==> config.mk <==
export PLATFORM = sky130hd
export DESIGN_NAME = isr_sequencer
export DESIGN_NICKNAME = d
export VERILOG_FILES = /design/src/rtl/isr_sequencer_pkg.sv /design/src/rtl/isr_sequencer_cause_prio.sv /design/src/rtl/isr_sequencer.sv
export SDC_FILE = /design/constraint.sdc
export NUM_CORES = 1
export LEC_CHECK = 0
export ABC_AREA = 1
export CORE_MARGIN = 4
export CORE_UTILIZATION = 39
export CTS_BUF_LIST = sky130_fd_sc_hd__clkbuf_8 sky130_fd_sc_hd__clkbuf_16
export CTS_CLUSTER_SIZE = 8
export DETAILED_ROUTE_END_ITERATION = 12
export GPL_ROUTABILITY_DRIVEN = 0
export GPL_TIMING_DRIVEN = 0
export PLACE_DENSITY = 0.77
export RECOVER_POWER = 50
export SLEW_MARGIN = 20
export SYNTH_ARGS = -nofsm -noshare
export SYNTH_HDL_FRONTEND = slang
export SYNTH_SLANG_ARGS = --single-unit
==> constraint.sdc <==
create_clock -name clk -period 5.7 [get_ports clk]
set_input_delay 1.14 -clock clk [delete_from_list [all_inputs] [get_ports clk]]
set_output_delay 1.14 -clock clk [all_outputs]
set_load 0.02 [all_outputs]
==> src/rtl/isr_sequencer_pkg.sv <==
// Shared types and constants for the JISR/RFE sequencer.
package isr_pkg;

  localparam int unsigned NCAUSE = 23;

  // Sequencer states: idle, one-cycle jump to the service routine, one-cycle return.
  typedef enum logic [1:0] {
    IDLE = 2'd0,
    JUMP = 2'd1,
    RET  = 2'd2
  } state_t;

  // Named cause indices.
  localparam logic [4:0] CAUSE_RESET  = 5'd0;
  localparam logic [4:0] CAUSE_ILL    = 5'd16;
  localparam logic [4:0] CAUSE_MAL_LO = 5'd17;
  localparam logic [4:0] CAUSE_MAL_HI = 5'd18;
  localparam logic [4:0] CAUSE_PF_LO  = 5'd19;
  localparam logic [4:0] CAUSE_PF_HI  = 5'd20;

  // Bits 1..15, 21 and 22 can be masked by SR; the rest always get through.
  localparam logic [NCAUSE-1:0] MASKABLE = 23'h60FFFE;

  localparam logic [31:0] SISR_DEFAULT = 32'h0000_0000;

  // Repeat-type causes restart the faulting instruction (EPC <- pc_cur).
  function automatic logic is_repeat(input logic [4:0] il);
    return (il >= CAUSE_ILL) && (il <= CAUSE_PF_HI);
  endfunction

endpackage

==> src/rtl/isr_sequencer_cause_prio.sv <==
// Cause masking and lowest-index priority encoding (purely combinational).
module cause_prio
  import isr_pkg::*;
(
  input  logic [NCAUSE-1:0] ca,
  input  logic [NCAUSE-1:0] sr,
  output logic [NCAUSE-1:0] mca,
  output logic              any,
  output logic [4:0]        il
);

  // Maskable bits are gated by SR; unmaskable bits pass straight through.
  always_comb begin
    mca = ca & (sr | ~MASKABLE);
    any = |mca;
  end

  // Scan from the top down so the lowest set index is the last one written.
  always_comb begin
    il = '0;
    for (int unsigned i = NCAUSE; i > 0; i--) begin
      if (mca[i-1]) il = 5'(i - 1);
    end
  end

endmodule

==> src/rtl/isr_sequencer.sv <==
// JISR / RFE sequencer: owns SR, ESR, EPC, ECA, EDATA, latches external
// events and redirects the PC at instruction boundaries.
// Optional feature macro: ISR_COUNT_EN (builds a wrapping JUMP-entry counter).
module isr_sequencer
  import isr_pkg::*;
#(
  parameter int unsigned NCAUSE_P  = isr_pkg::NCAUSE,
  parameter logic [31:0] SISR_ADDR = isr_pkg::SISR_DEFAULT
) (
  input  logic                clk,
  input  logic                reset,
  input  logic [NCAUSE_P-1:0] ca_int,
  input  logic [NCAUSE_P-1:0] ext_ev,
  input  logic                instr_done,
  input  logic [31:0]         pc_cur,
  input  logic [31:0]         pc_next,
  input  logic [31:0]         edata_in,
  input  logic                rfe,
  input  logic                sr_we,
  input  logic [31:0]         sr_wdata,
  output logic                jisr,
  output logic                redirect,
  output logic [31:0]         pc_redirect,
  output logic                busy,
  output logic [31:0]         sr,
  output logic [31:0]         esr,
  output logic [31:0]         epc,
  output logic [31:0]         edata,
  output logic [NCAUSE_P-1:0] eca,
  output logic [4:0]          il,
  output logic [31:0]         isr_count
);

  state_t              r_state, w_state_nxt;
  logic [31:0]         r_sr, r_esr, r_epc, r_edata;
  logic [NCAUSE_P-1:0] r_eca, r_pend;
  logic [4:0]          r_il;

  logic [NCAUSE_P-1:0] w_ca, w_mca;
  logic                w_any;
  logic [4:0]          w_il;
  logic                w_idle, w_take, w_ret, w_sr_wr;
  logic [31:0]         w_sr_eff;

  assign w_ca = ca_int | r_pend;

  cause_prio u_prio (
    .ca  (w_ca),
    .sr  (r_sr[NCAUSE_P-1:0]),
    .mca (w_mca),
    .any (w_any),
    .il  (w_il)
  );

  // Boundary decode; everything except ext_ev is ignored outside IDLE.
  always_comb begin
    w_idle   = (r_state == IDLE);
    w_take   = w_idle & instr_done & w_any;
    w_ret    = w_idle & instr_done & rfe & ~w_any;
    w_sr_wr  = w_idle & sr_we;
    w_sr_eff = w_sr_wr ? sr_wdata : r_sr;
  end

  // Next-state logic: JUMP and RET each last exactly one cycle.
  always_comb begin
    w_state_nxt = r_state;
    case (r_state)
      IDLE: begin
        if (w_take)     w_state_nxt = JUMP;
        else if (w_ret) w_state_nxt = RET;
      end
      JUMP:    w_state_nxt = IDLE;
      RET:     w_state_nxt = IDLE;
      default: w_state_nxt = IDLE;
    endcase
  end

  // State register.
  always_ff @(posedge clk or posedge reset) begin
    if (reset) r_state <= IDLE;
    else       r_state <= w_state_nxt;
  end

  // Sticky external events; a new event on the clearing edge survives.
  always_ff @(posedge clk or posedge reset) begin
    if (reset) r_pend <= '0;
    else       r_pend <= (r_pend & ~(w_take ? w_mca : '0)) | ext_ev;
  end

  // SR: a JUMP or RET overrides a same-cycle movi2s write.
  always_ff @(posedge clk or posedge reset) begin
    if (reset)        r_sr <= '0;
    else if (w_take)  r_sr <= '0;
    else if (w_ret)   r_sr <= r_esr;
    else if (w_sr_wr) r_sr <= sr_wdata;
  end

  // Exception context capture on JUMP entry; an interrupted RFE re-executes.
  always_ff @(posedge clk or posedge reset) begin
    if (reset) begin
      r_esr   <= '0;
      r_epc   <= '0;
      r_edata <= '0;
      r_eca   <= '0;
      r_il    <= '0;
    end else if (w_take) begin
      r_esr   <= w_sr_eff;
      r_epc   <= (is_repeat(w_il) || rfe) ? pc_cur : pc_next;
      r_edata <= edata_in;
      r_eca   <= w_mca;
      r_il    <= w_il;
    end
  end

`ifdef ISR_COUNT_EN
  logic [31:0] r_isr_count;

  // Counts JUMP entries; wraps naturally.
  always_ff @(posedge clk or posedge reset) begin
    if (reset)       r_isr_count <= '0;
    else if (w_take) r_isr_count <= r_isr_count + 32'd1;
  end

  assign isr_count = r_isr_count;
`else
  assign isr_count = '0;
`endif

  // Outputs decoded from state and registers only.
  always_comb begin
    jisr        = (r_state == JUMP);
    redirect    = (r_state != IDLE);
    busy        = (r_state != IDLE);
    pc_redirect = '0;
    case (r_state)
      JUMP:    pc_redirect = SISR_ADDR;
      RET:     pc_redirect = r_epc;
      default: pc_redirect = '0;
    endcase
    sr    = r_sr;
    esr   = r_esr;
    epc   = r_epc;
    edata = r_edata;
    eca   = r_eca;
    il    = r_il;
  end

endmodule

# After elaboration in Yosys (flattened, before gate mapping)
# Index checks and enable logic that the tools add are counted.
[classes]
magnitude_cmp = 2
muxes = 32
reduce_logical = 5
eq_ne = 3
n_bitwise = 11
[ops]
columns = ["op", "n"]
rows = [
  ["2-to-1 mux 32 bit", 5],
  ["2-to-1 mux 5 bit", 23],
  ["AND 23 bit", 2],
  ["bitwise OR 23 bit", 2],
  ["2-to-1 mux 23 bit", 1],
  ["inverter 23 bit", 1],
  ["OR reduction 23 bit", 1],
  ["2-to-1 mux 2 bit", 3],
  ["AND 1 bit", 5],
  [">= comparator 5 bit (second input constant)", 1],
  ["less-or-equal comparator 5 bit (second input constant)", 1],
  ["inequality test 3 x 1 -> 1 bit (second input constant)", 1],
  ["equality test 2 x 1 -> 1 bit (second input constant)", 1],
  ["equality test 2 bit (second input constant)", 1],
  ["logical NOT 2 bit", 1],
  ["nonzero test 2 bit", 1],
  ["logical AND 1 bit", 1],
  ["logical OR 1 bit", 1],
  ["inverter 1 bit", 1],
]
[totals]
register_bits = 181
out_inout_bits = 223

# Longest topological paths before layout
[logic_depth]
ltp_word = 29
mapped_depth = 29
mapped_depth_nobuf = 28

# Hierarchy
# Synthesis repeated with hierarchy kept, for this count alone.
[hier_totals]
cells_unflattened = 1189
area_unflattened_um2 = 9001.1
[modules_own_cells]
columns = ["mod", "cells_per_inst", "instances", "area_per_inst_um2"]
rows = [
  ["isr_sequencer", 1084, 1, 8459.4],
  ["cause_prio", 105, 1, 541.8],
]

# Least setup slack after synthesis
# No wires, ideal clock.
[synth_path]
path_type = "input to register"
from = "input port ca_int[20]"
to = "register r_epc[0], in the netlist epc[0]"
n_path_buf = 1
arrival_ns = 2.758
setup_ns = 0.117
required_ns = 5.583
setup_slack_ns = 2.825
cell_stages = 27
path_cell_list = "nor2_2 -> nand3_1 -> nand2_1 -> nand2_1 -> nand2_1 -> nand2_1 -> nand2_1 -> nand2_1 -> nand2_1 -> nand2_1 -> nand2_1 -> nand2_1 -> nand2_1 -> nand2_1 -> nand2_1 -> nand2_1 -> nand2_1 -> nand2_1 -> nand2_1 -> nand2_2 -> nand3_2 -> nand2_4 -> nand2_8 -> buf_4 -> nand3_1 -> nand3_2 -> nand2_1"
[synth_between]
elab_chain_cells = 27
[synth_rtl]
columns = ["element", "line_no", "rtl"]
rows = [
  ["from (decl)", "isr_sequencer.sv:12", "input logic [NCAUSE_P-1:0] ca_int,"],
  ["bitwise OR 23 bit *", "isr_sequencer.sv:45", "assign w_ca = ca_int | r_pend;"],
  ["AND 23 bit *", "isr_sequencer_cause_prio.sv:14", "mca = ca & (sr | ~MASKABLE);"],
  ["2-to-1 mux 5 bit (21 in series)", "isr_sequencer_cause_prio.sv:22", "if (mca[i-1]) il = 5'(i - 1);"],
  [">= comparator 5 bit or less-or-equal comparator 5 bit (tied branches)", "isr_sequencer_pkg.sv:28", "return (il >= CAUSE_ILL) && (il <= CAUSE_PF_HI);"],
  ["logical AND 1 bit", "isr_sequencer_pkg.sv:28", ""],
  ["logical OR 1 bit", "isr_sequencer.sv:108", "r_epc <= (is_repeat(w_il) || rfe) ? pc_cur : pc_next;"],
  ["2-to-1 mux 32 bit", "isr_sequencer.sv:108", ""],
  ["to (signal assigned)", "isr_sequencer.sv:108", ""],
  ["to (decl)", "isr_sequencer.sv:35", "logic [31:0] r_sr, r_esr, r_epc, r_edata;"],
]
# Mark *: on every way between the ends. The rest lies on a longest branch, timed or not.
# A chain may end at the register's enable or synchronous reset.

==> summary.txt <==
Power
  • Peak VDD IR: 0.191 mV
  • Gate power share: 0.283
  • Power Internal: between 2 and 3 mW
  • Power density cells: 275 mW/mm²
  • Power Total: slightly below 4 mW
  • Net Sw Frac: 0.332
  • Switch Pwr: 1.28 mW
  • Share of power burned in registers: 0.403
  • Clock power frac: 0.314
  • LEAKAGE: 6.84 nW

Layout
  • Non-filler cells, final: 1805
  • # fillers: 2019
  • Nets: 1658
  • Most common cell after layout, fill and taps aside: clkdlybuf4s50_1
  • Most frequent cells in the layout: clkdlybuf4s50_1 (273), nand2_1 (271), dfrtp_1 (181)
  • Synthesis-to-finish area growth: 53.1%
  • Layout cells sized above 1: 0.140

Placed design
  • Dpl cells: 1773
  • Placement Setup Slack: between 1.5 and 2 ns
  • IO buf count: 369
  • Dpl hpwl: around 25000 µm

Route
  • Via count: 8493
  • Post-Route WL: 31300 µm
  • Detailed-route wire length per cell: 17.3 µm
  • Detailed Routing Iterations Pass 1: 5
  • Antenna Nets Post-Route: 0
  • DR vias/cell: between 4 and 5
  • DRC: 0
  • Initial drt markers: 395

Global route
  • Gr ovfl total: 0
  • First-pass GRT wire length: 48000 µm
  • Pin count of the biggest net entering global routing: 35
  • Antenna violations before repair: 1
  • GRT Total Usage: 0.235
  • Vias in the first global route: 8494

STA
  • Setup TNS Final: 0 ns
  • Max Slew Vio Count: 35
  • Final-report setup violation count: 0
  • Fin crit period: 3.88 ns
  • Slew HR: -0.210
  • Fmax: 257 MHz
  • Final WS setup: roughly 1.8 ns
  • Final Hold Fails: 0
  • Period utilization: 0.681
  • Worst slew pin tran: 1.81 ns
  • RSZ-0062 raised after global routing: no
  • Clk_skew: 0.0139 ns

Clocking
  • CTS max path bufs: 2
  • TritonCTS buffer count: 17
  • Post-CTS Hold Fix Bufs: 0
  • Post-cts resize count: 0
  • Skew-Pair Late Insertion Delay: about 0.43 ns
  • Post-CTS setup repair buffer count: 0
  • CTS root buffer: clkbuf_16
  • Sink Count: 181
  • CTS tree: yes
  • Clock transition at path regs: 0.08 ns
  • CTS H-Tree Depth: 4

Synth
  • Cell type with the largest total area after synthesis: dfrtp_1
  • Dominant cells by area after synthesis: dfrtp_1 (49%), nand2_1 (11%), inv_1 (6.1%)
  • Flops & latches, synth: approximately 180
  • Syn. warnings: 0
  • Library cells used by synthesis: 37
  • Top cell type's share of synthesized area: 0.495
  • Cell area after synthesis: between 0.009 and 0.01 mm²
  • Register area share after synthesis: 0.495
  • Syn Area/Cell: 8.68 µm²
  • Cells after Synth: roughly 1100

Floorplan
  • # rows: between 50 and 60
  • Initial Util: 0.401
  • Core Box Area: 0.0228 mm²
  • Die ar.: roughly 0.026 mm²
  • I/O pin count: 402
  • Die W: 161 µm
  • Die Span Y: 161 µm

Run status
  • Failing checks: capacitance limit, slew limit
  • Outcome: finished, violations left

Critical path
  • Arr. time, crit path: 4.23 ns
  • CP bufs+invs: 4
  • CP Class: primary input to asynchronous set/reset pin
  • CP peak stage delay: 1.01 ns
  • Worst setup SP type: primary input
  • CP most frequent cell: clkbuf_1
  • CP max stage cell: clkbuf_1
  • Crit path capture type: asynchronous set/reset pin
  • CP max FO: 22
  • Worst Path Required: about 6.0 ns
  • CP cell instances: dlygate4sd3_1 -> clkinvlp_2 -> clkbuf_1 -> clkbuf_1
  • CP top delay family: buffers and inverters

Run
  • # Max-Cap Violations: 1

Worst hold path
  • Hold crit path type: flip-flop to flip-flop
cells by family (layout without fill, tap and decap cells):
logic type             count (synthesis)  after routing  share of synthesized area
AOI/OAI and AO/OA                    124            124                     0.0797
buffers and inverters                239            645                      0.124
DFF                                  181            181                      0.495
muxes                                 32             32                     0.0394
other                                  1             33                   0.000410
and+or+nand+nor                      477            477                      0.262
layout make-up:
type	count	area (µm²)	area share
plain buffers	85	556	0.0396
well taps	313	392	0.0279
diodes	1	2.50	0.000179
repair buffers	375	3750	0.267
clock inverters	13	164	0.0117
clock buffers	18	439	0.0313
inverters	154	579	0.0413
flip-flops and latches	181	4530	0.323
multi-input cells	665	3610	0.257
worst paths after layout:
kind | startpoint | endpoint | slack, ns | depth (start not counted)
max in group clk | ca_int[2] | sr[23]$_DFF_PP0_ | 2.26 | 13
min | edata[2]$_DFFE_PP0P_ | edata[2]$_DFFE_PP0P_ | 0.47 | 2
max reg2reg | r_pend[1]$_DFF_PP0_ | sr[23]$_DFF_PP0_ | 3.01 | 11
min in group asynchronous | reset | r_pend[20]$_DFF_PP0_ | 1.29 | 2
max | reset | epc[19]$_DFFE_PP0P_ | 1.82 | 4
min reg2reg | edata[2]$_DFFE_PP0P_ | edata[2]$_DFFE_PP0P_ | 0.47 | 2
power groups by stage:
stage               sequential, mW  combinational (mW)  clock, mW
floorplan                     1.73               0.392          0
detailed placement            1.58                1.14          0
CTS                           1.55                1.14       1.23
global placement              1.57                1.11          0
finish                        1.55                1.09       1.21
global route                  1.57                1.17       1.30
layer usage:
layer | track usage | wire length, µm | up-vias
met2 | 0.396 | 15500 | 279
met5 | 0 | 0 | -
li1 | - | - | 4073
met1 | 0.300 | 13000 | 4097
met4 | 0.0737 | 790 | 0
met3 | 0.0574 | 1990 | 44
cell usage after synthesis:
cell	number
o22a_1	1
conb_1	1
nor3_4	1
inv_2	5
inv_1	148
o21ai_0	54
clkbuf_8	1
nor4_2	1
o21bai_1	1
buf_2	10
a22o_1	1
nor2_2	3
nand2_1	271
mux2_2	32
nand3_2	32
nor2_1	53
nand3_1	74
clkbuf_1	28
o21ai_2	9
buf_6	3
a21boi_1	1
a21oi_2	1
dfrtp_1	181
o21ai_4	2
and2_1	5
a31oi_1	1
buf_1	2
nand2_4	31
nand2_2	1
buf_12	3
clkinv_1	1
nor4_1	1
nand2_8	2
o21ai_1	39
buf_4	38
nor3_1	2
a21o_1	14
sequential cells by signal (all words and copies together) (netlist names):
signal   cells
edata       32
epc         32
esr         32
sr          32
eca         23
r_pend      23
il           5
r_state      2
worst register-to-register path: stages, from the launching register on:
cell	delay, ns
dfrtp_1	0.40
o21ai_1	0.32
nand3_1	0.15
nor2_1	0.23
inv_2	0.09
nor2_2	0.17
a21oi_2	0.17
inv_2	0.18
buf_4	0.24
clkbuf_1	0.42
nand3_1	0.14
o21ai_1	0.11
through the flow:
step                 util  cell area (µm²)  hold slack, ns
global placement    0.585            13400           0.453
floorplan               -             9270           0.453
detailed placement  0.590            13500           0.457
CTS                 0.617            14100           0.477
finish              0.614            14000           0.469
global route        0.614            14000           0.491
(Power assumes the default switching activity.)
